<file path="config.mk">
export PLATFORM = sky130hd
export DESIGN_NAME = multicycle_controller_flat
export DESIGN_NICKNAME = d
export VERILOG_FILES = /design/src/rtl/multicycle_controller_pkg.sv /design/src/rtl/multicycle_controller_if.sv /design/src/rtl/multicycle_controller_alu_decoder.sv /design/src/rtl/multicycle_controller.sv /design/src/flat_wrapper.sv
export SDC_FILE = /design/constraint.sdc
export NUM_CORES = 1
export LEC_CHECK = 0
export BUFFER_PORTS_ARGS = -buffer_cell sky130_fd_sc_hd__buf_4
export CORE_UTILIZATION = 44
export CTS_BUF_LIST = sky130_fd_sc_hd__clkbuf_8
export CTS_CLUSTER_SIZE = 12
export DETAILED_ROUTE_END_ITERATION = 10
export PLACE_DENSITY_LB_ADDON = 0.12
export SLEW_MARGIN = 0
export SYNTH_ARGS = -nofsm -noshare
export SYNTH_HDL_FRONTEND = slang
export SYNTH_SLANG_ARGS = --single-unit
export TNS_END_PERCENT = 100
</file>
<file path="constraint.sdc">
create_clock -name clk -period 2.4 [get_ports clk]
set_input_delay 0.48 -clock clk [delete_from_list [all_inputs] [get_ports clk]]
set_output_delay 0.48 -clock clk [all_outputs]
set_load 0.02 [all_outputs]
</file>
<file path="src/rtl/multicycle_controller_pkg.sv">
// Shared opcodes, datapath select encodings and FSM state type for the multicycle RV32I controller.
// The TRAP state exists only when MULTICYCLE_CTRL_ILLEGAL_TRAP_EN is defined.
package riscv_pkg;

  localparam logic [6:0] OP_LOAD   = 7'b0000011;
  localparam logic [6:0] OP_STORE  = 7'b0100011;
  localparam logic [6:0] OP_RTYPE  = 7'b0110011;
  localparam logic [6:0] OP_ITYPE  = 7'b0010011;
  localparam logic [6:0] OP_BRANCH = 7'b1100011;
  localparam logic [6:0] OP_JAL    = 7'b1101111;
  localparam logic [6:0] OP_JALR   = 7'b1100111;
  localparam logic [6:0] OP_LUI    = 7'b0110111;

  localparam logic [2:0] ALU_ADD = 3'b000;
  localparam logic [2:0] ALU_SUB = 3'b001;
  localparam logic [2:0] ALU_AND = 3'b010;
  localparam logic [2:0] ALU_OR  = 3'b011;
  localparam logic [2:0] ALU_SLT = 3'b101;

  localparam logic [2:0] IMM_I = 3'b000;
  localparam logic [2:0] IMM_S = 3'b001;
  localparam logic [2:0] IMM_B = 3'b010;
  localparam logic [2:0] IMM_J = 3'b011;
  localparam logic [2:0] IMM_U = 3'b100;

  localparam logic [1:0] RES_ALUOUT = 2'b00;
  localparam logic [1:0] RES_RDATA  = 2'b01;
  localparam logic [1:0] RES_ALU    = 2'b10;

  localparam logic [1:0] SRCA_PC    = 2'b00;
  localparam logic [1:0] SRCA_OLDPC = 2'b01;
  localparam logic [1:0] SRCA_RD1   = 2'b10;
  localparam logic [1:0] SRCA_ZERO  = 2'b11;

  localparam logic [1:0] SRCB_RD2  = 2'b00;
  localparam logic [1:0] SRCB_IMM  = 2'b01;
  localparam logic [1:0] SRCB_FOUR = 2'b10;

  typedef enum logic [1:0] {
    ALUOP_ADD   = 2'b00,
    ALUOP_SUB   = 2'b01,
    ALUOP_FUNCT = 2'b10
  } aluop_e;

  typedef enum logic [3:0] {
    S_FETCH,
    S_DECODE,
    S_MEMADR,
    S_MEMREAD,
    S_MEMWB,
    S_MEMWRITE,
    S_EXECUTER,
    S_EXECUTEI,
    S_ALUWB,
    S_BEQ,
    S_JAL,
    S_JALR,
    S_JALR_LINK,
    S_LUI
`ifdef MULTICYCLE_CTRL_ILLEGAL_TRAP_EN
    ,
    S_TRAP
`endif
  } state_e;

  function automatic logic [2:0] imm_src_of(input logic [6:0] op);
    case (op)
      OP_STORE:  return IMM_S;
      OP_BRANCH: return IMM_B;
      OP_JAL:    return IMM_J;
      OP_LUI:    return IMM_U;
      default:   return IMM_I;
    endcase
  endfunction

endpackage

</file>
<file path="src/rtl/multicycle_controller_if.sv">
// Control/status bundle between the multicycle controller (master) and the datapath (slave).
// Illegal is present only when MULTICYCLE_CTRL_ILLEGAL_TRAP_EN is defined.
interface multicycle_controller_if;
  logic [31:0] Instr;
  logic        Zero;
  logic        MemReady;
  logic        PCWrite;
  logic        AdrSrc;
  logic        MemWrite;
  logic        IRWrite;
  logic        RegWrite;
  logic [1:0]  ResultSrc;
  logic [1:0]  ALUSrcA;
  logic [1:0]  ALUSrcB;
  logic [2:0]  ALUControl;
  logic [2:0]  ImmSrc;
  logic        InstrDone;
`ifdef MULTICYCLE_CTRL_ILLEGAL_TRAP_EN
  logic        Illegal;
`endif

  modport master (
    input  Instr, Zero, MemReady,
    output PCWrite, AdrSrc, MemWrite, IRWrite, RegWrite, ResultSrc,
           ALUSrcA, ALUSrcB, ALUControl, ImmSrc, InstrDone
`ifdef MULTICYCLE_CTRL_ILLEGAL_TRAP_EN
    , output Illegal
`endif
  );

  modport slave (
    output Instr, Zero, MemReady,
    input  PCWrite, AdrSrc, MemWrite, IRWrite, RegWrite, ResultSrc,
           ALUSrcA, ALUSrcB, ALUControl, ImmSrc, InstrDone
`ifdef MULTICYCLE_CTRL_ILLEGAL_TRAP_EN
    , input Illegal
`endif
  );
endinterface

</file>
<file path="src/rtl/multicycle_controller_alu_decoder.sv">
// Maps ALUOp, funct3, Instr[30] and the opcode R/I bit to the ALU operation.
module alu_decoder
  import riscv_pkg::*;
(
  input  aluop_e     alu_op,
  input  logic [2:0] funct3,
  input  logic       funct7_5,
  input  logic       op_5,
  output logic [2:0] alu_control
);

  always_comb begin
    alu_control = ALU_ADD;
    case (alu_op)
      ALUOP_SUB: alu_control = ALU_SUB;
      ALUOP_FUNCT: begin
        case (funct3)
          // Instr[30] selects sub only for register-register ops; addi keeps add.
          3'b000:  alu_control = (funct7_5 && op_5) ? ALU_SUB : ALU_ADD;
          3'b010:  alu_control = ALU_SLT;
          3'b110:  alu_control = ALU_OR;
          3'b111:  alu_control = ALU_AND;
          default: alu_control = ALU_ADD;
        endcase
      end
      default: alu_control = ALU_ADD;
    endcase
  end

endmodule

</file>
<file path="src/rtl/multicycle_controller.sv">
// Moore sequencing FSM for the multicycle RV32I datapath, with MemReady stalls.
// Define MULTICYCLE_CTRL_ILLEGAL_TRAP_EN to trap on unsupported opcodes.
module multicycle_controller
  import riscv_pkg::*;
(
  input logic                    clk,
  input logic                    rst_n,
  multicycle_controller_if.master bus
);

  state_e     state_q, state_d;
  aluop_e     alu_op;
  logic [6:0] opcode;
  logic       pc_write, mem_write, ir_write, reg_write, instr_done;
  logic       adr_src;
  logic [1:0] result_src, src_a, src_b;
  logic [2:0] alu_control;
  logic       unused_instr;

  assign opcode       = bus.Instr[6:0];
  assign unused_instr = ^{bus.Instr[31], bus.Instr[29:15], bus.Instr[11:7]};

  always_ff @(posedge clk) begin
    if (!rst_n) state_q <= S_FETCH;
    else        state_q <= state_d;
  end

  always_comb begin
    state_d    = state_q;
    alu_op     = ALUOP_ADD;
    pc_write   = 1'b0;
    mem_write  = 1'b0;
    ir_write   = 1'b0;
    reg_write  = 1'b0;
    instr_done = 1'b0;
    adr_src    = 1'b0;
    result_src = RES_ALUOUT;
    src_a      = SRCA_PC;
    src_b      = SRCB_RD2;
    case (state_q)
      S_FETCH: begin
        src_b      = SRCB_FOUR;
        result_src = RES_ALU;
        if (bus.MemReady) begin
          ir_write = 1'b1;
          pc_write = 1'b1;
          state_d  = S_DECODE;
        end
      end
      S_DECODE: begin
        src_a = SRCA_OLDPC;
        src_b = SRCB_IMM;
        case (opcode)
          OP_LOAD, OP_STORE: state_d = S_MEMADR;
          OP_RTYPE:          state_d = S_EXECUTER;
          OP_ITYPE:          state_d = S_EXECUTEI;
          OP_BRANCH:         state_d = S_BEQ;
          OP_JAL:            state_d = S_JAL;
          OP_JALR:           state_d = S_JALR;
          OP_LUI:            state_d = S_LUI;
`ifdef MULTICYCLE_CTRL_ILLEGAL_TRAP_EN
          default:           state_d = S_TRAP;
`else
          default:           state_d = S_FETCH;
`endif
        endcase
      end
      S_MEMADR: begin
        src_a   = SRCA_RD1;
        src_b   = SRCB_IMM;
        state_d = (opcode == OP_STORE) ? S_MEMWRITE : S_MEMREAD;
      end
      S_MEMREAD: begin
        adr_src = 1'b1;
        if (bus.MemReady) state_d = S_MEMWB;
      end
      S_MEMWB: begin
        result_src = RES_RDATA;
        reg_write  = 1'b1;
        instr_done = 1'b1;
        state_d    = S_FETCH;
      end
      S_MEMWRITE: begin
        adr_src   = 1'b1;
        mem_write = 1'b1;
        if (bus.MemReady) begin
          instr_done = 1'b1;
          state_d    = S_FETCH;
        end
      end
      S_EXECUTER: begin
        src_a   = SRCA_RD1;
        alu_op  = ALUOP_FUNCT;
        state_d = S_ALUWB;
      end
      S_EXECUTEI: begin
        src_a   = SRCA_RD1;
        src_b   = SRCB_IMM;
        alu_op  = ALUOP_FUNCT;
        state_d = S_ALUWB;
      end
      S_LUI: begin
        src_a   = SRCA_ZERO;
        src_b   = SRCB_IMM;
        state_d = S_ALUWB;
      end
      S_ALUWB: begin
        reg_write  = 1'b1;
        instr_done = 1'b1;
        state_d    = S_FETCH;
      end
      S_BEQ: begin
        src_a      = SRCA_RD1;
        alu_op     = ALUOP_SUB;
        pc_write   = bus.Zero;
        instr_done = 1'b1;
        state_d    = S_FETCH;
      end
      S_JAL: begin
        src_a    = SRCA_OLDPC;
        src_b    = SRCB_FOUR;
        pc_write = 1'b1;
        state_d  = S_ALUWB;
      end
      S_JALR: begin
        src_a      = SRCA_RD1;
        src_b      = SRCB_IMM;
        result_src = RES_ALU;
        pc_write   = 1'b1;
        state_d    = S_JALR_LINK;
      end
      S_JALR_LINK: begin
        src_a      = SRCA_OLDPC;
        src_b      = SRCB_FOUR;
        result_src = RES_ALU;
        reg_write  = 1'b1;
        instr_done = 1'b1;
        state_d    = S_FETCH;
      end
`ifdef MULTICYCLE_CTRL_ILLEGAL_TRAP_EN
      S_TRAP: state_d = S_TRAP;
`endif
      default: state_d = S_FETCH;
    endcase
  end

  alu_decoder u_alu_decoder (
    .alu_op      (alu_op),
    .funct3      (bus.Instr[14:12]),
    .funct7_5    (bus.Instr[30]),
    .op_5        (bus.Instr[5]),
    .alu_control (alu_control)
  );

  // Strobes are masked by rst_n directly so an in-flight store stops writing before the reset edge.
  assign bus.PCWrite    = pc_write & rst_n;
  assign bus.MemWrite   = mem_write & rst_n;
  assign bus.IRWrite    = ir_write & rst_n;
  assign bus.RegWrite   = reg_write & rst_n;
  assign bus.InstrDone  = instr_done & rst_n;
  assign bus.AdrSrc     = adr_src;
  assign bus.ResultSrc  = result_src;
  assign bus.ALUSrcA    = src_a;
  assign bus.ALUSrcB    = src_b;
  assign bus.ALUControl = alu_control;
  assign bus.ImmSrc     = imm_src_of(opcode);
`ifdef MULTICYCLE_CTRL_ILLEGAL_TRAP_EN
  assign bus.Illegal    = (state_q == S_TRAP);
`endif

endmodule

</file>
<file path="src/flat_wrapper.sv">
// flat-port wrapper written by rule: the top's interface ports become plain ports
module multicycle_controller_flat import riscv_pkg::*;
  (clk, rst_n, bus_Instr, bus_Zero, bus_MemReady, bus_PCWrite, bus_AdrSrc, bus_MemWrite, bus_IRWrite, bus_RegWrite, bus_ResultSrc, bus_ALUSrcA, bus_ALUSrcB, bus_ALUControl, bus_ImmSrc, bus_InstrDone);
  multicycle_controller_if bus_i ();
  input logic clk;
  input logic rst_n;
  input wire logic [$bits(bus_i.Instr)-1:0] bus_Instr;
  input wire logic [$bits(bus_i.Zero)-1:0] bus_Zero;
  input wire logic [$bits(bus_i.MemReady)-1:0] bus_MemReady;
  output wire logic [$bits(bus_i.PCWrite)-1:0] bus_PCWrite;
  output wire logic [$bits(bus_i.AdrSrc)-1:0] bus_AdrSrc;
  output wire logic [$bits(bus_i.MemWrite)-1:0] bus_MemWrite;
  output wire logic [$bits(bus_i.IRWrite)-1:0] bus_IRWrite;
  output wire logic [$bits(bus_i.RegWrite)-1:0] bus_RegWrite;
  output wire logic [$bits(bus_i.ResultSrc)-1:0] bus_ResultSrc;
  output wire logic [$bits(bus_i.ALUSrcA)-1:0] bus_ALUSrcA;
  output wire logic [$bits(bus_i.ALUSrcB)-1:0] bus_ALUSrcB;
  output wire logic [$bits(bus_i.ALUControl)-1:0] bus_ALUControl;
  output wire logic [$bits(bus_i.ImmSrc)-1:0] bus_ImmSrc;
  output wire logic [$bits(bus_i.InstrDone)-1:0] bus_InstrDone;
  assign bus_i.Instr = bus_Instr;
  assign bus_i.Zero = bus_Zero;
  assign bus_i.MemReady = bus_MemReady;
  assign bus_PCWrite = bus_i.PCWrite;
  assign bus_AdrSrc = bus_i.AdrSrc;
  assign bus_MemWrite = bus_i.MemWrite;
  assign bus_IRWrite = bus_i.IRWrite;
  assign bus_RegWrite = bus_i.RegWrite;
  assign bus_ResultSrc = bus_i.ResultSrc;
  assign bus_ALUSrcA = bus_i.ALUSrcA;
  assign bus_ALUSrcB = bus_i.ALUSrcB;
  assign bus_ALUControl = bus_i.ALUControl;
  assign bus_ImmSrc = bus_i.ImmSrc;
  assign bus_InstrDone = bus_i.InstrDone;
  multicycle_controller u_core (.clk(clk), .rst_n(rst_n), .bus(bus_i));
endmodule
</file>
==> run summary, run 1 <==
## Status
* result of the run: complete, no violations

## Finish
* number of diodes added for antenna fixing: 0
* number of cells in the finished layout apart from fillers: 154
* register ranked first by flip-flop count: u_core.state_q
* number of flip-flops in the largest register: 4
* fraction of layout instances using a drive strength above 1: 0.326
* number of nets at the end of the flow: 178
* top flop regs: u_core.state_q (4)
* Post-Layout Inst Area: 992 um2
* area growth from synthesis to final layout: 40.6%

## Die
* starting density of the core: 0.468
* floorplan die area: 0.00177 mm2
* number of standard-cell rows in the floorplan: 14
* core region area: 0.00151 mm2
* die extent in y: 42.0 um
* IO Count: 54
* Die W: 42.0 um

## Timing
* final number of setup-violating endpoints: 0
* final critical-path share of the clock period: 0.909
* slew at the pin closest to its max-slew limit: 0.395 ns
* clock skew: 0.00684 ns
* fmax: 0.458 GHz
* Hold Vio Cnt, Final: 0
* Final Critical Period: 2.18 ns
* headroom to the max-slew limit: 0.735
* fin. max-slew vios: 0
* sum of negative setup slack: 0 ns
* unrepaired setup endpoints after global routing: false

## Synthesis
* Post-synth EDFFs: 0
* flip-flop cell with the highest count after synthesis: sky130_fd_sc_hd__dfxtp_1
* Simple-Gate Fraction of Synth Area: 0.369
* Synth Area in Adders: 0.0355
* count of warnings emitted by yosys: 0
* sequential-to-total area share from yosys stat: 0.113
* mux share of post-synthesis cell area: 0.0284
* ys async rst share: 0
* post-synthesis share of cell area spent on xor and xnor gates: 0.0372
* post-synthesis compound-gate area fraction: 0.300
* Syn Nets: 144
* total standard cell area after synthesis: 706 um2
* Yosys cell types: 39
* synthesized instance count: 106
* Post-Synthesis Mean Instance Area: 6.66 um2
* number of storage elements in the synthesis netlist: 4
* dominant combinational cell family by area after synthesis: simple AND/OR/NAND/NOR gates

## Setup path
* CP Data Arrival Time: 1.70 ns
* startpoint-to-endpoint class of the critical path: reg2out
* element type at the critical path end: output pin
* kind of start point of the critical path: flip-flop
* Max FO, Critical Path: 6
* Data required, critical path: 1.92 ns

## Power
* fraction of power spent switching nets: 0.287
* internal power: 0.000220 W
* worst-case vdd ir drop: 0.224 mV
* Combinational Power Share: 0.311
* static power due to leakage: 0.462 nW
* fraction of power consumed by the clock network: 0.464
* power per cell area: 311 mW/mm2
* Reg power frac: 0.225
* Switching Power: 0.0000885 W

## Min path
* type of the tightest min-delay check: in2reg

## Drt
* starting DRC count in detailed routing: 21
* vias per std cell: 5.66
* Routed Wire Length: 1970 um
* remaining number of nets flagged by the antenna check after routing: 0
* drt drc: 0
* Initial DRT Pass Iterations: 4
* routed via count: 871
* routed wire length per instance: 12.8 um

## Clock network
* post_cts resized: 0
* CTS buffer count: 3
* Bufs on Longest Clock Path: 2
* later-pin clock latency in the skew report: 0.22 ns
* Post-CTS Repair Setup Buffers: 0
* clock-pin slew of the registers on the worst-case setup and hold paths: 0.03 ns
* H-tree Lvls: 1
* number of sinks on the clock net: 4
* # hold bufs at CTS: 0
* CTS tree: done
* cell chosen for the clock root: sky130_fd_sc_hd__clkbuf_8

## GRT
* GRT busiest layer: met2
* total grt overflow: 0
* vias in the first global route: 816
* initial antenna violation count: 0
* global routing usage on met3: 0.0517
* first-pass GRT wire length: 3370 um
* Global Route Usage Sum: 0.239
* largest net degree at the start of global routing: 17
* met1 track demand over resource: 0.277
* grt met2 use: 0.425

## Placement
* routability-driven placement congestion ratio: 0.839
* total instance count after detailed placement: 151
* DP HPWL: 1520 um
* area after detailed placement: 951 um2
* number of buffers inserted by port buffering: 32

## Flow run
* MaxCap Viol Count: 0

-- worst max-delay path, stage by stage (launching register included) --
cell and delay [ns]:
sky130_fd_sc_hd__dfxtp_1 0.46, sky130_fd_sc_hd__nand2_1 0.12, sky130_fd_sc_hd__nor2_1 0.20, sky130_fd_sc_hd__ha_1 0.30, sky130_fd_sc_hd__nor4_1 0.23, sky130_fd_sc_hd__buf_4 0.18
-- worst paths after layout --
check	from	to	slack (ns)	cells after the start
worst max-delay path	u_core.state_q[2]$_SDFFE_PN0P_	bus_ALUControl[2]	0.22	5
worst min-delay path	bus_Instr[3]	u_core.state_q[0]$_SDFFE_PN0P_	0.51	2
worst min register to register	u_core.state_q[0]$_SDFFE_PN0P_	u_core.state_q[2]$_SDFFE_PN0P_	0.70	3
worst max register to register	u_core.state_q[2]$_SDFFE_PN0P_	u_core.state_q[0]$_SDFFE_PN0P_	0.73	5
-- cells by family (layout without fill, tap and decap cells) --
group | count (synthesis) | after routing
AND/OR/NAND/NOR | 47 | 47
AO/OA/AOI/OAI | 31 | 31
buffers and inverters | 17 | 49
flip-flops | 4 | 4
XOR/XNOR | 3 | 3
adder cells (fa/ha/maj) | 2 | 2
multiplexers | 2 | 2
-- stage by stage --
step	total power, W	utilization	hold slack (ns)	setup WS [ns]
floorplan	0.000124	-	0.580	0.0787
global placement	0.000164	0.631	0.662	0.451
detailed placement	0.000165	0.631	0.671	0.453
CTS	0.000310	0.659	0.510	0.210
global route	0.000323	0.659	0.518	0.0219
finish	0.000308	0.659	0.513	0.218
-- routing by layer --
metal / share of wire / wire, um
met1: 0.42 / 821
met2: 0.51 / 1000
met3: 0.062 / 122
met4: 0.011 / 21
met5: 0 / 0
-- cells in the final DEF, fill, tap and decap left out, drive strengths merged, types with 3 or more instances in the layout --
cell type,count
nor2,13
nand3,3
buf,36
nor3,6
a31oi,4
o21ai,8
o211ai,3
a21oi,5
inv,10
clkbuf,3
dfxtp,4
nand2,12
-- synthesized netlist by cell type, drive strengths merged, types with 2 or more instances --
cell	number	area [um2]
ha	2	25.0
xnor2	2	17.5
a21o	2	15.0
nand2b	2	20.0
buf	6	41.3
nor2	13	48.8
a21oi	5	25.0
o211ai	3	22.5
o21ai	8	43.8
nor3b	2	15.0
nor3	6	30.0
o2111ai	2	17.5
inv	10	37.5
mux2i	2	20.0
nor4b	2	38.8
a31oi	4	25.0
a21boi	2	15.0
nand3	3	15.0
nand2	12	45.0
dfxtp	4	80.1
-- power groups by stage --
stage | combinational (W) | clock, W | sequential [W]
finish | 0.0000959 | 0.000143 | 0.0000694
global placement | 0.0000935 | 0 | 0.0000701
floorplan | 0.0000538 | 0 | 0.0000699
detailed placement | 0.0000949 | 0 | 0.0000701
global route | 0.000104 | 0.000149 | 0.0000694
CTS | 0.0000956 | 0.000145 | 0.0000693
-- final cells by class --
type | count | area, um2
Clock buffer | 3 | 41.3
Fill cell | 143 | 514
Inverter | 10 | 37.5
Tap cell | 16 | 20.0
Multi-Input combinational cell | 85 | 543
Sequential cell | 4 | 80.1
Timing Repair Buffer | 36 | 270
(Power assumes the default switching activity.)
==> run 2, diff against run 1 <==
CELL_PAD_IN_SITES_DETAIL_PLACEMENT = 1   (was not set)
CELL_PAD_IN_SITES_GLOBAL_PLACEMENT = 1   (was not set)
CORE_UTILIZATION = 28   (was 44)
==> run summary, run 2 (synthesis gave the netlist of run 1 again) <==
## Clock network
* H-tree Lvls: 1
* clock-pin slew of the registers on the worst-case setup and hold paths: 0.03 ns
* Bufs on Longest Clock Path: 2
* CTS buffer count: 3
* cell chosen for the clock root: sky130_fd_sc_hd__clkbuf_8
* post_cts resized: 0
* CTS tree: done
* # hold bufs at CTS: 0
* number of sinks on the clock net: 4
* later-pin clock latency in the skew report: 0.21 ns
* Post-CTS Repair Setup Buffers: 0

## Setup path
* Crit path largest cell delay: 0.49 ns
* FF-to-FF setup slack: 0.79 ns
* Crit path buffers/inverters: 1
* reg-to-reg startpoint: u_core.state_q[1]$_SDFFE_PN0P_
* kind of start point of the critical path: flip-flop
* cell-by-cell listing of the critical path: nand2_1 > nor2_1 > ha_1 > nor4_1 > buf_4
* FF-to-FF End: u_core.state_q[0]$_SDFFE_PN0P_
* startpoint-to-endpoint class of the critical path: reg2out
* kind of cell with the highest combined delay on the critical path: simple AND/OR/NAND/NOR gates
* standard cell with the maximum stage delay on the critical path: sky130_fd_sc_hd__dfxtp_1
* Data required, critical path: 1.92 ns
* Max FO, Critical Path: 8
* worst-case reg-to-reg path depth: 6
* CP Data Arrival Time: 1.68 ns
* element type at the critical path end: output pin

## Timing
* Hold Vio Cnt, Final: 0
* fmax: 0.463 GHz
* fin. max-slew vios: 0
* sum of negative setup slack: 0 ns
* clock skew: 0.00142 ns
* headroom to the max-slew limit: 0.718
* final number of setup-violating endpoints: 0
* slew at the pin closest to its max-slew limit: 0.420 ns
* unrepaired setup endpoints after global routing: false
* final critical-path share of the clock period: 0.899
* Final Critical Period: 2.16 ns

## Placement
* routability-driven placement congestion ratio: 0.831
* DP HPWL: 1890 um
* area after detailed placement: 981 um2
* number of buffers inserted by port buffering: 32

## GRT
* total grt overflow: 0
* vias in the first global route: 864
* largest net degree at the start of global routing: 17
* Global Route Usage Sum: 0.186
* initial antenna violation count: 0
* first-pass GRT wire length: 3880 um

## Finish
* top flop regs: u_core.state_q (4)
* number of nets at the end of the flow: 180
* commonest cells after routing, fill and taps aside: sky130_fd_sc_hd__buf_4 (38), sky130_fd_sc_hd__nor2_1 (13), sky130_fd_sc_hd__nand2_1 (12)
* area of the multi-input gates: 543 um2
* fraction of layout instances using a drive strength above 1: 0.336
* number of diodes added for antenna fixing: 0
* area of all sequential standard cells: 80.1 um2
* most common cell after layout, fill and taps aside: sky130_fd_sc_hd__buf_4
* count of filler cells inserted in the layout: 305
* area growth from synthesis to final layout: 44.9%
* number of flip-flops in the largest register: 4
* Post-Layout Inst Area: 0.00102 mm2
* Finished Core Util: 0.445
* register ranked first by flip-flop count: u_core.state_q

## Power
* worst-case vdd ir drop: 0.207 mV
* static power due to leakage: 0.472 nW
* power per cell area: 300 mW/mm2

## Die
* floorplan die area: 0.00272 mm2
* number of standard-cell rows in the floorplan: 17
* core region area: 0.00230 mm2
* starting density of the core: 0.307
* IO Count: 54
* die extent in y: 52.2 um
* Die W: 52.2 um

## Drt
* routed via count: 905
* Initial DRT Pass Iterations: 4
* remaining number of nets flagged by the antenna check after routing: 0
* routed wire length per instance: 13.8 um
* starting DRC count in detailed routing: 5
* vias per std cell: 5.39
* drt drc: 0
* Routed Wire Length: 2310 um

## Flow run
* MaxCap Viol Count: 0

## Min path
* Min-Delay Endpoint: u_core.state_q[0]$_SDFFE_PN0P_
* depth of the worst hold-timing path: 2
* type of the tightest min-delay check: in2reg
* Hold Path Origin: bus_Instr[3]

## Status
* result of the run: complete, no violations

## run 2: metal layers
layer | vias up | GRT usage | share of wire
li1 | 448 | - | -
met1 | 426 | 0.237 | 0.46
met2 | 29 | 0.333 | 0.49
met3 | 2 | 0.0174 | 0.040
met4 | 0 | 0.0439 | 0.011
met5 | - | 0 | 0
## run 2: cell type report
cell class,instances,share of cell area
Multi-Input combinational cell,85,0.531
Tap cell,28,0.0343
Timing Repair Buffer,38,0.279
Sequential cell,4,0.0783
Clock buffer,3,0.0404
Inverter,10,0.0367
## run 2: worst reg2reg max path, stage by stage (launching register included)
cell and delay [ns]:
sky130_fd_sc_hd__dfxtp_1 0.49, sky130_fd_sc_hd__inv_1 0.10, sky130_fd_sc_hd__buf_4 0.16, sky130_fd_sc_hd__mux2i_1 0.16
sky130_fd_sc_hd__and2_1 0.19, sky130_fd_sc_hd__o21ai_2 0.08, sky130_fd_sc_hd__o41ai_2 0.33
## run 2: where the power goes
group	internal (W)	switching, W	leakage, nW
registers	0.0000684	0.00000109	0.0325
clock network	0.000107	0.0000321	0.0216
logic	0.0000448	0.0000533	0.418
## run 2: stage by stage
stage	worst slack, ns	power, W	instances	hold slack [ns]
after global placement	0.486	0.000166	165	0.666
final	0.242	0.000306	168	0.511
after global routing	0.0450	0.000323	168	0.515
after detailed placement	0.446	0.000168	165	0.664
after floorplan	0.0787	0.000124	106	0.580
after CTS	0.213	0.000310	168	0.510
## run 2: how the worst max path moves through the flow
stage | slack, ns | from | end | cells past startpoint
after global routing | 0.05 | u_core.state_q[1]$_SDFFE_PN0P_ | bus_ALUControl[2] | 5
after global placement | 0.49 | u_core.state_q[1]$_SDFFE_PN0P_ | bus_ALUControl[2] | 5
after detailed placement | 0.45 | u_core.state_q[1]$_SDFFE_PN0P_ | bus_ALUControl[2] | 5
after floorplan | 0.08 | u_core.state_q[2]$_SDFFE_PN0P_ | bus_ALUControl[2] | 6
after CTS | 0.21 | u_core.state_q[1]$_SDFFE_PN0P_ | bus_ALUControl[2] | 5
final | 0.24 | u_core.state_q[1]$_SDFFE_PN0P_ | bus_ALUControl[2] | 5
